### config.mk
export PLATFORM = sky130hd
export DESIGN_NAME = sdram_port_arbiter
export DESIGN_NICKNAME = d
export VERILOG_FILES = /design/src/rtl/sdram_port_arbiter.sv
export SDC_FILE = /design/constraint.sdc
export NUM_CORES = 1
export LEC_CHECK = 0
export ABC_AREA = 1
export BUFFER_PORTS_ARGS = -buffer_cell sky130_fd_sc_hd__buf_2
export CORE_MARGIN = 2
export CORE_UTILIZATION = 42
export CTS_CLUSTER_DIAMETER = 150
export DETAILED_ROUTE_END_ITERATION = 6
export PLACE_DENSITY = 0.78
export RECOVER_POWER = 25
export SETUP_SLACK_MARGIN = 0.1
export SLEW_MARGIN = 20
export SYNTH_ARGS = -nofsm -noshare
export SYNTH_HDL_FRONTEND = slang
export SYNTH_SLANG_ARGS = --single-unit
### constraint.sdc
create_clock -name clk -period 1.25 [get_ports clk]
set_input_delay 0.25 -clock clk [delete_from_list [all_inputs] [get_ports clk]]
set_output_delay 0.25 -clock clk [all_outputs]
set_load 0.005 [all_outputs]
### src/rtl/sdram_port_arbiter.sv
// Two-port arbiter in front of a single SDRAM controller port.
// Serves periodic refresh ahead of port traffic, round-robins between the two ports, and
// returns read data on a one-cycle ack pulse. All state is registered; reset is synchronous.
module sdram_port_arbiter #(
    parameter int unsigned ADDR_W           = 24,
    parameter int unsigned REFRESH_INTERVAL = 975
) (
    input  logic              clk,
    input  logic              reset_in,

    // Port 0
    input  logic              p0_req,
    input  logic              p0_wr,
    input  logic [ADDR_W-1:0] p0_addr,
    input  logic [15:0]       p0_wdata,
    input  logic [1:0]        p0_bytesel,
    output logic [15:0]       p0_rdata,
    output logic              p0_ack,

    // Port 1
    input  logic              p1_req,
    input  logic              p1_wr,
    input  logic [ADDR_W-1:0] p1_addr,
    input  logic [15:0]       p1_wdata,
    input  logic [1:0]        p1_bytesel,
    output logic [15:0]       p1_rdata,
    output logic              p1_ack,

    // Controller command port
    output logic              ctl_req,
    output logic              ctl_wr,
    output logic [ADDR_W-1:0] ctl_addr,
    output logic [15:0]       ctl_wdata,
    output logic [1:0]        ctl_bytesel,
    input  logic [15:0]       ctl_rdata,
    input  logic              ctl_ack,

    // Controller refresh handshake
    output logic              ctl_refresh,
    input  logic              ctl_refresh_ack
);

    localparam int unsigned    CntW    = (REFRESH_INTERVAL > 1) ? $clog2(REFRESH_INTERVAL) : 1;
    localparam logic [CntW-1:0] CntLoad = CntW'(REFRESH_INTERVAL - 1);

    typedef enum logic [2:0] {
        StIdle,
        StGrant0,
        StGrant1,
        StRefresh,
        StDone0,
        StDone1
    } state_e;

    state_e          state_q;
    logic [CntW-1:0] refresh_cnt_q;
    logic [1:0]      pending_q;
    logic            last_grant_q;   // port granted most recently; 1 after reset so p0 goes first

    logic            expire;
    logic            refresh_done;
    logic            grant_p1;

    // Counter reaching zero marks one elapsed refresh interval
    assign expire       = (refresh_cnt_q == '0);
    // Only a refresh ack seen while in REFRESH retires a pending refresh
    assign refresh_done = (state_q == StRefresh) && ctl_refresh_ack;
    // With both ports requesting, favour the one not served last
    assign grant_p1     = p1_req && (!p0_req || !last_grant_q);

    // Free-running refresh interval counter, reloaded on expiry
    always_ff @(posedge clk) begin
        if (reset_in || expire) begin
            refresh_cnt_q <= CntLoad;
        end else begin
            refresh_cnt_q <= refresh_cnt_q - CntW'(1);
        end
    end

    // Pending refresh count: +1 on expiry (saturating at 3), -1 when a refresh completes;
    // an expiry landing on the completing edge cancels out and leaves the count as is
    always_ff @(posedge clk) begin
        if (reset_in) begin
            pending_q <= 2'd0;
        end else if (refresh_done) begin
            if (!expire) begin
                pending_q <= pending_q - 2'd1;
            end
        end else if (expire && (pending_q != 2'd3)) begin
            pending_q <= pending_q + 2'd1;
        end
    end

    // Arbitration FSM with registered controller command and port responses
    always_ff @(posedge clk) begin
        if (reset_in) begin
            state_q      <= StIdle;
            last_grant_q <= 1'b1;
            ctl_req      <= 1'b0;
            ctl_refresh  <= 1'b0;
            ctl_wr       <= 1'b0;
            ctl_addr     <= '0;
            ctl_wdata    <= '0;
            ctl_bytesel  <= '0;
            p0_ack       <= 1'b0;
            p1_ack       <= 1'b0;
            p0_rdata     <= '0;
            p1_rdata     <= '0;
        end else begin
            // Acks are single-cycle pulses; only a completing grant raises one
            p0_ack <= 1'b0;
            p1_ack <= 1'b0;

            case (state_q)
                StIdle: begin
                    if (pending_q != 2'd0) begin
                        ctl_refresh <= 1'b1;
                        state_q     <= StRefresh;
                    end else if (grant_p1) begin
                        ctl_req     <= 1'b1;
                        ctl_wr      <= p1_wr;
                        ctl_addr    <= p1_addr;
                        ctl_wdata   <= p1_wdata;
                        ctl_bytesel <= p1_bytesel;
                        state_q     <= StGrant1;
                    end else if (p0_req) begin
                        ctl_req     <= 1'b1;
                        ctl_wr      <= p0_wr;
                        ctl_addr    <= p0_addr;
                        ctl_wdata   <= p0_wdata;
                        ctl_bytesel <= p0_bytesel;
                        state_q     <= StGrant0;
                    end
                end

                StGrant0: begin
                    if (ctl_ack) begin
                        ctl_req      <= 1'b0;
                        p0_rdata     <= ctl_rdata;
                        p0_ack       <= 1'b1;
                        last_grant_q <= 1'b0;
                        state_q      <= StDone0;
                    end
                end

                StGrant1: begin
                    if (ctl_ack) begin
                        ctl_req      <= 1'b0;
                        p1_rdata     <= ctl_rdata;
                        p1_ack       <= 1'b1;
                        last_grant_q <= 1'b1;
                        state_q      <= StDone1;
                    end
                end

                StRefresh: begin
                    if (ctl_refresh_ack) begin
                        ctl_refresh <= 1'b0;
                        state_q     <= StIdle;
                    end
                end

                // Requester drops req while the ack is visible, so req is not sampled here
                StDone0, StDone1: begin
                    state_q <= StIdle;
                end

                default: begin
                    state_q <= StIdle;
                end
            endcase
        end
    end

    // Structural invariants of the controller handshake
    a_req_refresh_excl: assert property (@(posedge clk) disable iff (reset_in)
        !(ctl_req && ctl_refresh));

    a_single_ack: assert property (@(posedge clk) disable iff (reset_in)
        !(p0_ack && p1_ack));

    a_cmd_stable: assert property (@(posedge clk) disable iff (reset_in)
        (ctl_req && !ctl_ack) |=> ($stable(ctl_addr) && $stable(ctl_wr) &&
                                   $stable(ctl_wdata) && $stable(ctl_bytesel)));

endmodule

==> impl_metrics.env, run 1 <==
export IMPL_pre_cts_ws_ps=-102
export IMPL_dp_hpwl_um=8610
export IMPL_grt_pass1_vias=4225
export IMPL_area_growth_pct=51.0
export IMPL_dp_cells=905
export IMPL_fin_cells=942
export IMPL_syn_area_um2=4080
export IMPL_gp_congestion=0.787
export IMPL_synth_largest_area_cell="dfxtp_1"
export IMPL_status="complete, but fails checks"
export IMPL_max_clock_path_buffers=2
export IMPL_cts_root_buf="clkbuf_8"
export IMPL_io_pins=187
export IMPL_antenna_found_initial=0
export IMPL_fmax_mhz=738
export IMPL_setup_slack_ps=-106
export IMPL_wl_per_cell_um=13.9
export IMPL_power_total_uw=11100
export IMPL_ys_ff_latch=95
export IMPL_die_w_um=103
export IMPL_finalSetupViolCount=53
export IMPL_power_density_nw_per_um2=1800
export IMPL_r2r_end="p1_rdata[6]"
export IMPL_clock_skew_final_ps=12.7
export IMPL_endpoint_kind="flop"
export IMPL_viasPerCell=4.93
export IMPL_totalNegativeSetupSlack_ps=-1920
export IMPL_drive_gt1_frac=0.407
export IMPL_coreArea_um2=9330
export IMPL_grt_pass1_wl_um=18900
export IMPL_grt_most_used_layer="met2"
export IMPL_grt_use_met2=0.411
export IMPL_drc=0
export IMPL_violations="negative setup slack"
export IMPL_grt_overflow_total=0
export IMPL_cts_tree="built"
export IMPL_rows=35
export IMPL_yosys_top_cells_area="dfxtp_1, nand2_1, a21oi_1, nor2_1, o21ai_1"
export IMPL_worstPathCellList="nor2_4 -> buf_4 -> nand2_4 -> o21ai_4 -> buf_6 -> inv_4 -> nand2_1 -> o21ai_0"
export IMPL_final_hold_viol_count=0
export IMPL_r2r_cells=8
export IMPL_timing_critical_path_depth=8
export IMPL_nets=917
export IMPL_cp_start_kind="flop"
export IMPL_finalCritPeriodShare=1.08
export IMPL_cpPeakStageDelay_ps=360
export IMPL_firstDrtPassIters=4
export IMPL_rsz0062_at_grt="yes"
export IMPL_crit_end="p1_rdata[6]"
export IMPL_final_cell_mix="buf_2, nand2_1, dfxtp_1"
export IMPL_hold_buffers=0
export IMPL_ys_warn_count=0
export IMPL_ir_drop_uv=839
export IMPL_syn_inst=587
export IMPL_hold_ws_ps=119
export IMPL_drt_total_wl_um=13100
export IMPL_cp_data_required_time_ps=1500
export IMPL_synth_seq_area_share=0.466
export IMPL_tightest_slew_ps=273
export IMPL_portBuffers=186
export IMPL_crit_type="flop to flop"
export IMPL_drv_slew=0
export IMPL_cp_top_family="flip-flops"
export IMPL_htreeDepth=3
export IMPL_synth_nets=696
export IMPL_vias=4640
export IMPL_drt_iter0_markers=132
export IMPL_crit_start="state_q[0]"
export IMPL_hold_path_class="primary input to flop"
export IMPL_cpMaxStageDelayCell="dfxtp_2"
export IMPL_met3_usage=0.0488
export IMPL_maxCapViolations=0
export IMPL_critPathMaxFanout=4
export IMPL_reg2reg_slack_ps=-110
export IMPL_avgSynthCellArea_um2=6.95
export IMPL_ant_nets=0
export IMPL_max_slew_margin_rel=0.817
export IMPL_grt_util_all_layers=0.226
export IMPL_cts_buffers=9
export IMPL_crit_arrival_ps=1600
export IMPL_dieArea_um2=10500
export IMPL_final_common_cell="buf_2"
export IMPL_grt_max_degree=44
export IMPL_crit_buf_inv=3
export IMPL_use_met1=0.255
export IMPL_cts_sinks=95
export IMPL_reg2reg_from="state_q[0]"
export IMPL_start_util=0.437
export IMPL_insertion_delay_ps=370
export IMPL_synth_top_cell_area_share=0.466
export IMPL_p_leak_uw=0.00314
export IMPL_antenna_cells=0
export IMPL_min_period_ps=1360
export IMPL_clk_pin_slew_ps=100
export IMPL_die_h_um=103
export IMPL_yosys_cell_types_count=26
-- flip-flops by register name (all words and copies together), names as in the netlist --
signal / flops
ctl_bytesel: 2
p1_rdata: 16
ctl_wr: 1
p0_rdata: 16
p0_ack: 1
refresh_cnt_q: 10
last_grant_q: 1
p1_ack: 1
ctl_req: 1
state_q: 3
ctl_wdata: 16
ctl_refresh: 1
ctl_addr: 24
pending_q: 2
-- worst register-to-register path: stages, from the launching register on --
cell	delay (ps)
dfxtp_2	360
nor2_4	110
buf_4	120
nand2_4	80
o21ai_4	240
buf_6	150
inv_4	40
nand2_1	60
o21ai_0	90
-- worst min path at each step --
stage | startpoint | end | slack (ps) | cells after the start
final | ctl_rdata[13] | p1_rdata[13] | 120 | 2
after global routing | ctl_rdata[13] | p1_rdata[13] | 100 | 2
after CTS | ctl_rdata[13] | p1_rdata[13] | 110 | 2
after detailed placement | last_grant_q | last_grant_q | 440 | 2
after global placement | last_grant_q | last_grant_q | 430 | 2
after floorplan | reset_in | ctl_refresh | 320 | 1
-- power by group --
part	switching (µW)	internal (µW)
clock network	1120	1210
logic	2480	2190
registers	380	3710
-- metal layers --
metal | share of wire | wire [µm]
met1 | 0.40 | 5270
met2 | 0.52 | 6780
met3 | 0.059 | 780
met4 | 0.023 | 297
met5 | 0 | 0
-- cell families (layout without fill, tap and decap cells) --
family,Yosys count,count (layout),share of synthesized area
fa+ha+maj,1,1,0.00307
buf+inv,68,294,0.0757
simple gates,275,275,0.267
flops,95,95,0.466
compound gates,147,147,0.186
xor+xnor,1,1,0.00215
-- Yosys cell counts --
library cell	n
nand2_2	2
buf_1	4
nand4_1	3
a21oi_1	64
o211ai_1	2
o21ai_1	45
nand2_1	180
xor2_1	1
inv_1	32
inv_2	5
nand2_4	1
nor2_4	2
nand3b_1	1
o21ai_0	31
nand3_1	10
a22o_1	4
nor2_1	73
dfxtp_1	95
buf_6	4
clkbuf_1	6
nor3_1	1
o21bai_1	1
buf_2	16
buf_4	1
ha_1	1
or2_2	2
-- final cells by class --
type,instances,area [µm²]
timing repair buffer,237,1470
tap,129,161
clock inverter,6,97.6
clock buffer,10,138
timing repair inverter,4,32.5
sequential,95,1910
multi-input combinational,424,2190
inverter,37,156
fill,822,3170
-- metrics by stage --
step,utilization,cell area [µm²]
after floorplan,-,4120
after global placement,0.574,5350
after detailed placement,0.574,5350
after CTS,0.628,5860
after global routing,0.660,6160
final,0.660,6160
-- repair_timing --
| item | in CTS | in global routing |
|---|---|---|
| pin swaps | 11 | 14 |
| setup buffers | 7 | 6 |
| resized for setup | 60 | 71 |
| endpoints found under the setup margin | 91 | 95 |
| gates cloned | 3 | 5 |
(Power assumes the default switching activity.)
==> run 2: changes to the inputs <==
--- a/config.mk
+++ b/config.mk
@@ -6,12 +6,14 @@
 export NUM_CORES = 1
 export LEC_CHECK = 0
 export ABC_AREA = 1
-export BUFFER_PORTS_ARGS = -buffer_cell sky130_fd_sc_hd__buf_2
+export BUFFER_PORTS_ARGS = -buffer_cell sky130_fd_sc_hd__clkbuf_2
+export CELL_PAD_IN_SITES_DETAIL_PLACEMENT = 1
+export CELL_PAD_IN_SITES_GLOBAL_PLACEMENT = 1
 export CORE_MARGIN = 2
-export CORE_UTILIZATION = 42
+export CORE_UTILIZATION = 29
 export CTS_CLUSTER_DIAMETER = 150
 export DETAILED_ROUTE_END_ITERATION = 6
-export PLACE_DENSITY = 0.78
+export PLACE_DENSITY = 0.79
 export RECOVER_POWER = 25
 export SETUP_SLACK_MARGIN = 0.1
 export SLEW_MARGIN = 20
==> run 2 against run 1 <==
Net effect: the run still ends with negative setup slack left; first-iteration DRC count down 6.1%; worst hold slack gained 13 ps; largest power group unchanged; worst setup slack gained 15 ps; die area increased by 43%; non-clock buffer count unchanged; flip-flop and latch count did not move; count of clock-buffer cells in the layout unchanged; final cell count is 5.2% higher; sequential share of layout area is 0.80 points lower; highest routed layer unchanged.
==> impl_metrics.env, run 2 (synthesized netlist as in run 1, its figures left out) <==
export IMPL_num_fill_cells=1771
export IMPL_fmax_mhz=746
export IMPL_final_hold_viol_count=0
export IMPL_timing_critical_path_depth=7
export IMPL_hold_path_cell_count=3
export IMPL_antenna_found_initial=0
export IMPL_drive_gt1_frac=0.411
export IMPL_clock_skew_final_ps=7.19
export IMPL_ant_nets=0
export IMPL_dp_hpwl_um=9960
export IMPL_drt_total_wl_um=14700
export IMPL_portBuffers=186
export IMPL_worstPathCellList="nor2_4 -> nand2_2 -> nor2_4 -> nand2_4 -> buf_12 -> o21ai_0 -> nor2_1"
export IMPL_viasPerCell=4.65
export IMPL_area_growth_pct=55.4
export IMPL_grt_max_degree=44
export IMPL_rows=43
export IMPL_tightest_slew_ps=363
export IMPL_grt_pass1_wl_um=21900
export IMPL_cts_buffers=9
export IMPL_p_leak_uw=0.00315
export IMPL_min_period_ps=1340
export IMPL_die_h_um=123
export IMPL_gp_congestion=0.759
export IMPL_hold_path_class="primary input to flop"
export IMPL_p_clk_frac=0.235
export IMPL_start_util=0.295
export IMPL_cp_data_required_time_ps=1490
export IMPL_crit_arrival_ps=1580
export IMPL_dieArea_um2=15000
export IMPL_final_common_cell="clkbuf_2"
export IMPL_insertion_delay_ps=350
export IMPL_status="complete, but fails checks"
export IMPL_final_util=0.459
export IMPL_drt_iter0_markers=124
export IMPL_finalCritPeriodShare=1.07
export IMPL_firstDrtPassIters=4
export IMPL_cts_sinks=95
export IMPL_grt_util_all_layers=0.185
export IMPL_cts_tree="built"
export IMPL_cts_root_buf="clkbuf_16"
export IMPL_max_slew_margin_rel=0.758
export IMPL_finalSetupViolCount=73
export IMPL_nets=915
export IMPL_grt_pass1_vias=4458
export IMPL_cpPeakStageDelay_ps=370
export IMPL_grt_overflow_total=0
export IMPL_die_w_um=123
export IMPL_pwr_share_comb=0.408
export IMPL_endpoint_kind="flop"
export IMPL_io_pins=187
export IMPL_r2r_cells=7
export IMPL_power_density_nw_per_um2=1830
export IMPL_totalNegativeSetupSlack_ps=-3430
export IMPL_drc=0
export IMPL_switchingPower_uw=4250
export IMPL_critPathMaxFanout=11
export IMPL_clk_pin_slew_ps=70
export IMPL_seqPwrFrac=0.357
export IMPL_final_cell_mix="clkbuf_2, nand2_1, dfxtp_1"
export IMPL_htreeDepth=3
export IMPL_cp_top_family="simple AND/OR/NAND/NOR gates"
export IMPL_wl_per_cell_um=14.9
export IMPL_critPathMostFrequentCell="nor2_4"
export IMPL_coreArea_um2=13800
export IMPL_p_int_uw=7330
export IMPL_violations="negative setup slack"
export IMPL_largest_register_ffs=24
export IMPL_max_clock_path_buffers=2
export IMPL_switching_share=0.367
export IMPL_vias=4605
export IMPL_rsz0062_at_grt="yes"
export IMPL_drv_slew=0
export IMPL_antenna_cells=0
export IMPL_regMostFlops="ctl_addr"
export IMPL_crit_buf_inv=1
export IMPL_hold_buffers=0
export IMPL_cpMaxStageDelayCell="dfxtp_4"
export IMPL_setup_slack_ps=-90.5
export IMPL_cp_start_kind="flop"
export IMPL_maxCapViolations=0
export IMPL_ir_drop_uv=791
export IMPL_crit_type="flop to flop"
-- run 2: cell count changes in the layout (fill, tap and decap cells not counted), sizes merged --
cell      delta
clkinvlp     +1
bufinv       -2
clkbuf     +174
inv          -3
buf        -174
clkinv       +2
-- run 2: power by group through the flow --
stage / clock (µW) / combinational (µW) / sequential (µW)
after floorplan: 0 / 2080 / 4150
after CTS: 2790 / 4090 / 4090
after detailed placement: 0 / 3720 / 4130
after global routing: 2940 / 5210 / 4220
after global placement: 0 / 3630 / 4110
final: 2730 / 4730 / 4130
-- run 2: per-stage QoR --
stage | worst slack (ps) | power, µW | instances | instance area [µm²] | hold slack (ps)
finish | -90.5 | 11600 | 991 | 6340 | 132
floorplan | 18.7 | 6230 | 587 | 4120 | 319
global route | -160 | 12400 | 991 | 6340 | 129
global placement | -78.1 | 7740 | 957 | 5440 | 435
CTS | -33.0 | 11000 | 981 | 6000 | 121
detailed placement | -126 | 7850 | 957 | 5440 | 439
-- run 2: what timing repair did --
action	4_1_cts	5_1_grt
gates cloned	2	4
pin swaps	13	12
buffers inserted	6	6
resized for setup	63	79
setup endpoints to repair	90	93
-- run 2: worst paths after layout --
check                     from      endpoint  slack, ps
hold / removal    ctl_rdata[8]   p0_rdata[8]        130
setup reg to reg    state_q[0]  ctl_wdata[0]        -90
setup / recovery    state_q[0]  ctl_wdata[0]        -90
hold reg to reg   last_grant_q  last_grant_q        450
-- run 2: layout make-up --
class,instances,area [µm²],area share
clock buffer,10,239,0.0377
clock inverter,6,53.8,0.00848
inverter,37,166,0.0262
multi-input combinational,424,2220,0.351
sequential,95,1920,0.303
tap,180,225,0.0355
timing repair buffer,237,1490,0.235
timing repair inverter,2,25.0,0.00395
-- run 2: worst register-to-register path, delay by kind of cell (launching register included) --
kind | cells | cell delay [ps]
buffers and inverters | 1 | 170
flip-flops | 1 | 370
AO/OA/AOI/OAI | 1 | 140
AND/OR/NAND/NOR | 5 | 550
-- run 2: layer usage --
| layer | track usage | share of wire | vias up |
|---|---|---|---|
| met2 | 0.314 | 0.49 | 121 |
| met1 | 0.231 | 0.44 | 2132 |
| met3 | 0.0321 | 0.047 | 22 |
| met4 | 0.0761 | 0.021 | 0 |
| met5 | 0 | 0 | - |
| li1 | - | - | 2330 |
==> run 3: changes to the inputs <==
--- a/config.mk
+++ b/config.mk
@@ -5,12 +5,11 @@
 export SDC_FILE = /design/constraint.sdc
 export NUM_CORES = 1
 export LEC_CHECK = 0
-export ABC_AREA = 1
 export BUFFER_PORTS_ARGS = -buffer_cell sky130_fd_sc_hd__clkbuf_2
 export CELL_PAD_IN_SITES_DETAIL_PLACEMENT = 1
 export CELL_PAD_IN_SITES_GLOBAL_PLACEMENT = 1
 export CORE_MARGIN = 2
-export CORE_UTILIZATION = 29
+export CORE_UTILIZATION = 30
 export CTS_CLUSTER_DIAMETER = 150
 export DETAILED_ROUTE_END_ITERATION = 6
 export PLACE_DENSITY = 0.79
==> run 3 against run 2 <==
Net effect: the flow still finishes with violations (negative setup slack); register-to-register slack lost 260 ps; power increased by 43%; global-route usage rose by 2.4 points; combinational power rose by 91%; largest power group unchanged; area after synthesis decreased by 4.8%; first-iteration DRC count up 38%; die area down 7.7%; cell area increased by 9.7%; critical path type unchanged; count of clock-buffer cells in the layout is 1 lower; non-clock buffer count rose by 21; maximum frequency down 16%.
==> impl_metrics.env, run 3 <==
export IMPL_drt_total_wl_um=14900
export IMPL_regArea_um2=1920
export IMPL_syn_area_um2=3880
export IMPL_final_hold_viol_count=0
export IMPL_async_flop_share=0
export IMPL_avgSynthCellArea_um2=8.91
export IMPL_num_fill_cells=1441
export IMPL_clk_pin_slew_ps=70
export IMPL_final_common_cell="clkbuf_2"
export IMPL_dp_cells=794
export IMPL_cpPeakStageDelay_ps=560
export IMPL_rsz0062_at_grt="yes"
export IMPL_drv_slew=0
export IMPL_crit_buf_inv=1
export IMPL_crit_arrival_ps=1880
export IMPL_ir_drop_uv=1030
export IMPL_ys_flop_type="dfxtp_1"
export IMPL_critPathMaxFanout=7
export IMPL_multi_input_area_um2=2680
export IMPL_area_growth_pct=79.1
export IMPL_min_period_ps=1600
export IMPL_die_h_um=118
export IMPL_ys_ff_latch=95
export IMPL_nets=786
export IMPL_io_pins=187
export IMPL_fin_cells=854
export IMPL_rows=41
export IMPL_cts_tree="built"
export IMPL_ys_warn_count=0
export IMPL_grt_util_all_layers=0.209
export IMPL_vias=4265
export IMPL_final_cell_mix="clkbuf_2, dfxtp_1, mux2i_1, a211oi_2, nand2_1"
export IMPL_power_density_nw_per_um2=2380
export IMPL_yosys_cell_types_count=39
export IMPL_synthTopCellsByCount="dfxtp_1, nand2_1, nor2_1"
export IMPL_syn_inst=436
export IMPL_start_util=0.308
export IMPL_drc=0
export IMPL_ant_nets=0
export IMPL_cp_start_kind="flop"
export IMPL_cp_top_family="simple AND/OR/NAND/NOR gates"
export IMPL_drive_gt1_frac=0.663
export IMPL_regMostFlops="ctl_addr"
export IMPL_maxCapViolations=0
export IMPL_cts_root_buf="clkbuf_16"
export IMPL_endpoint_kind="flop"
export IMPL_portBuffers=186
export IMPL_cp_data_required_time_ps=1530
export IMPL_synth_seq_area_share=0.490
export IMPL_p_leak_uw=0.00288
export IMPL_grt_pass1_wl_um=23100
export IMPL_grt_max_degree=44
export IMPL_synth_largest_area_cell="dfxtp_1"
export IMPL_synth_most_common_cell="dfxtp_1"
export IMPL_worstPathCellList="inv_2 -> ha_4 -> or4b_4 -> nor4_4 -> o21ai_1 -> a31oi_1"
export IMPL_coreArea_um2=12600
export IMPL_grt_pass1_vias=4623
export IMPL_firstDrtPassIters=4
export IMPL_antenna_found_initial=0
export IMPL_wl_per_cell_um=17.5
export IMPL_max_slew_margin_rel=0.722
export IMPL_hold_path_class="primary input to flop"
export IMPL_cpMaxStageDelayCell="or4b_4"
export IMPL_fmax_mhz=625
export IMPL_synth_top_cell_area_share=0.490
export IMPL_viasPerCell=4.99
export IMPL_tightest_slew_ps=406
export IMPL_insertion_delay_ps=350
export IMPL_violations="negative setup slack"
export IMPL_clock_skew_final_ps=7.35
export IMPL_place_area_um2=5470
export IMPL_yosys_top_cells_area="dfxtp_1, mux2i_1, a211oi_1, nand2_1, nor2_1"
export IMPL_hold_buffers=0
export IMPL_synth_edff_count=0
export IMPL_crit_type="flop to flop"
export IMPL_fin_area_um2=6960
export IMPL_pre_cts_ws_ps=-362
export IMPL_cts_buffers=9
export IMPL_synth_nets=545
export IMPL_largest_register_ffs=24
export IMPL_drt_iter0_markers=171
export IMPL_max_clock_path_buffers=2
export IMPL_dieArea_um2=13900
export IMPL_finalCritPeriodShare=1.28
export IMPL_finalSetupViolCount=93
export IMPL_cts_sinks=95
export IMPL_dp_hpwl_um=9370
export IMPL_setup_slack_ps=-350
export IMPL_grt_overflow_total=0
export IMPL_gp_congestion=0.805
export IMPL_htreeDepth=3
export IMPL_antenna_cells=0
export IMPL_die_w_um=118
export IMPL_status="complete, but fails checks"
[run 3: cell families after synthesis]
kind of cell | Yosys count | synth area share
flip-flops | 95 | 0.490
XOR/XNOR | 6 | 0.0135
AND/OR/NAND/NOR | 161 | 0.183
multiplexers | 44 | 0.114
adder cells (fa/ha/maj) | 1 | 0.00322
buffers and inverters | 36 | 0.0403
AO/OA/AOI/OAI | 93 | 0.157
[run 3: layer usage]
metal,routed length (µm),share of wire,vias up,global-route usage
li1,-,-,2025,-
met1,5650,0.38,2074,0.225
met3,834,0.056,26,0.0509
met5,0,0,-,0
met4,351,0.023,0,0.0791
met2,8120,0.54,140,0.392
[run 3: layout make-up]
class                           count  area share
Clock inverter                      7      0.0106
Sequential cell                    95       0.276
Timing Repair Buffer              258       0.262
Inverter                            4     0.00216
Multi-Input combinational cell    309       0.386
Tap cell                          172      0.0309
Clock buffer                        9      0.0324
[run 3: timing repair]
action                                  CTS  global route
resized for setup                        87           122
buffers inserted                         27             9
endpoints found under the setup margin   93            98
cloned                                   11             2
pin swaps                                48            56
[run 3: through the flow]
step                      TNS [ps]  total power (µW)  utilization  hold WS, ps
after floorplan             -12300              7680            -          386
after global placement      -12430              9350        0.433          417
after detailed placement    -16950              9630        0.433          438
after CTS                   -20800             15700        0.519          122
after global routing        -28240             17500        0.551          144
final                       -22230             16500        0.551          146
[run 3: where the power goes]
group / internal, µW / switching [µW]
sequential: 3970 / 747
clock: 1550 / 1220
combinational: 4910 / 4140
total: 10400 / 6110
[run 3: final timing paths]
check | from | to | slack (ps) | cells after the start
setup / recovery | refresh_cnt_q[0] | pending_q[1] | -350 | 6
hold / removal | ctl_rdata[14] | p1_rdata[14] | 150 | 3
setup reg to reg | refresh_cnt_q[0] | pending_q[1] | -350 | 6
hold reg to reg | p1_rdata[2] | p1_rdata[2] | 460 | 2
[run 3: tightest hold or removal path, cell delays in order]
cell and delay [ps]:
clkbuf_2 100, nand2_2 60, a21oi_2 40
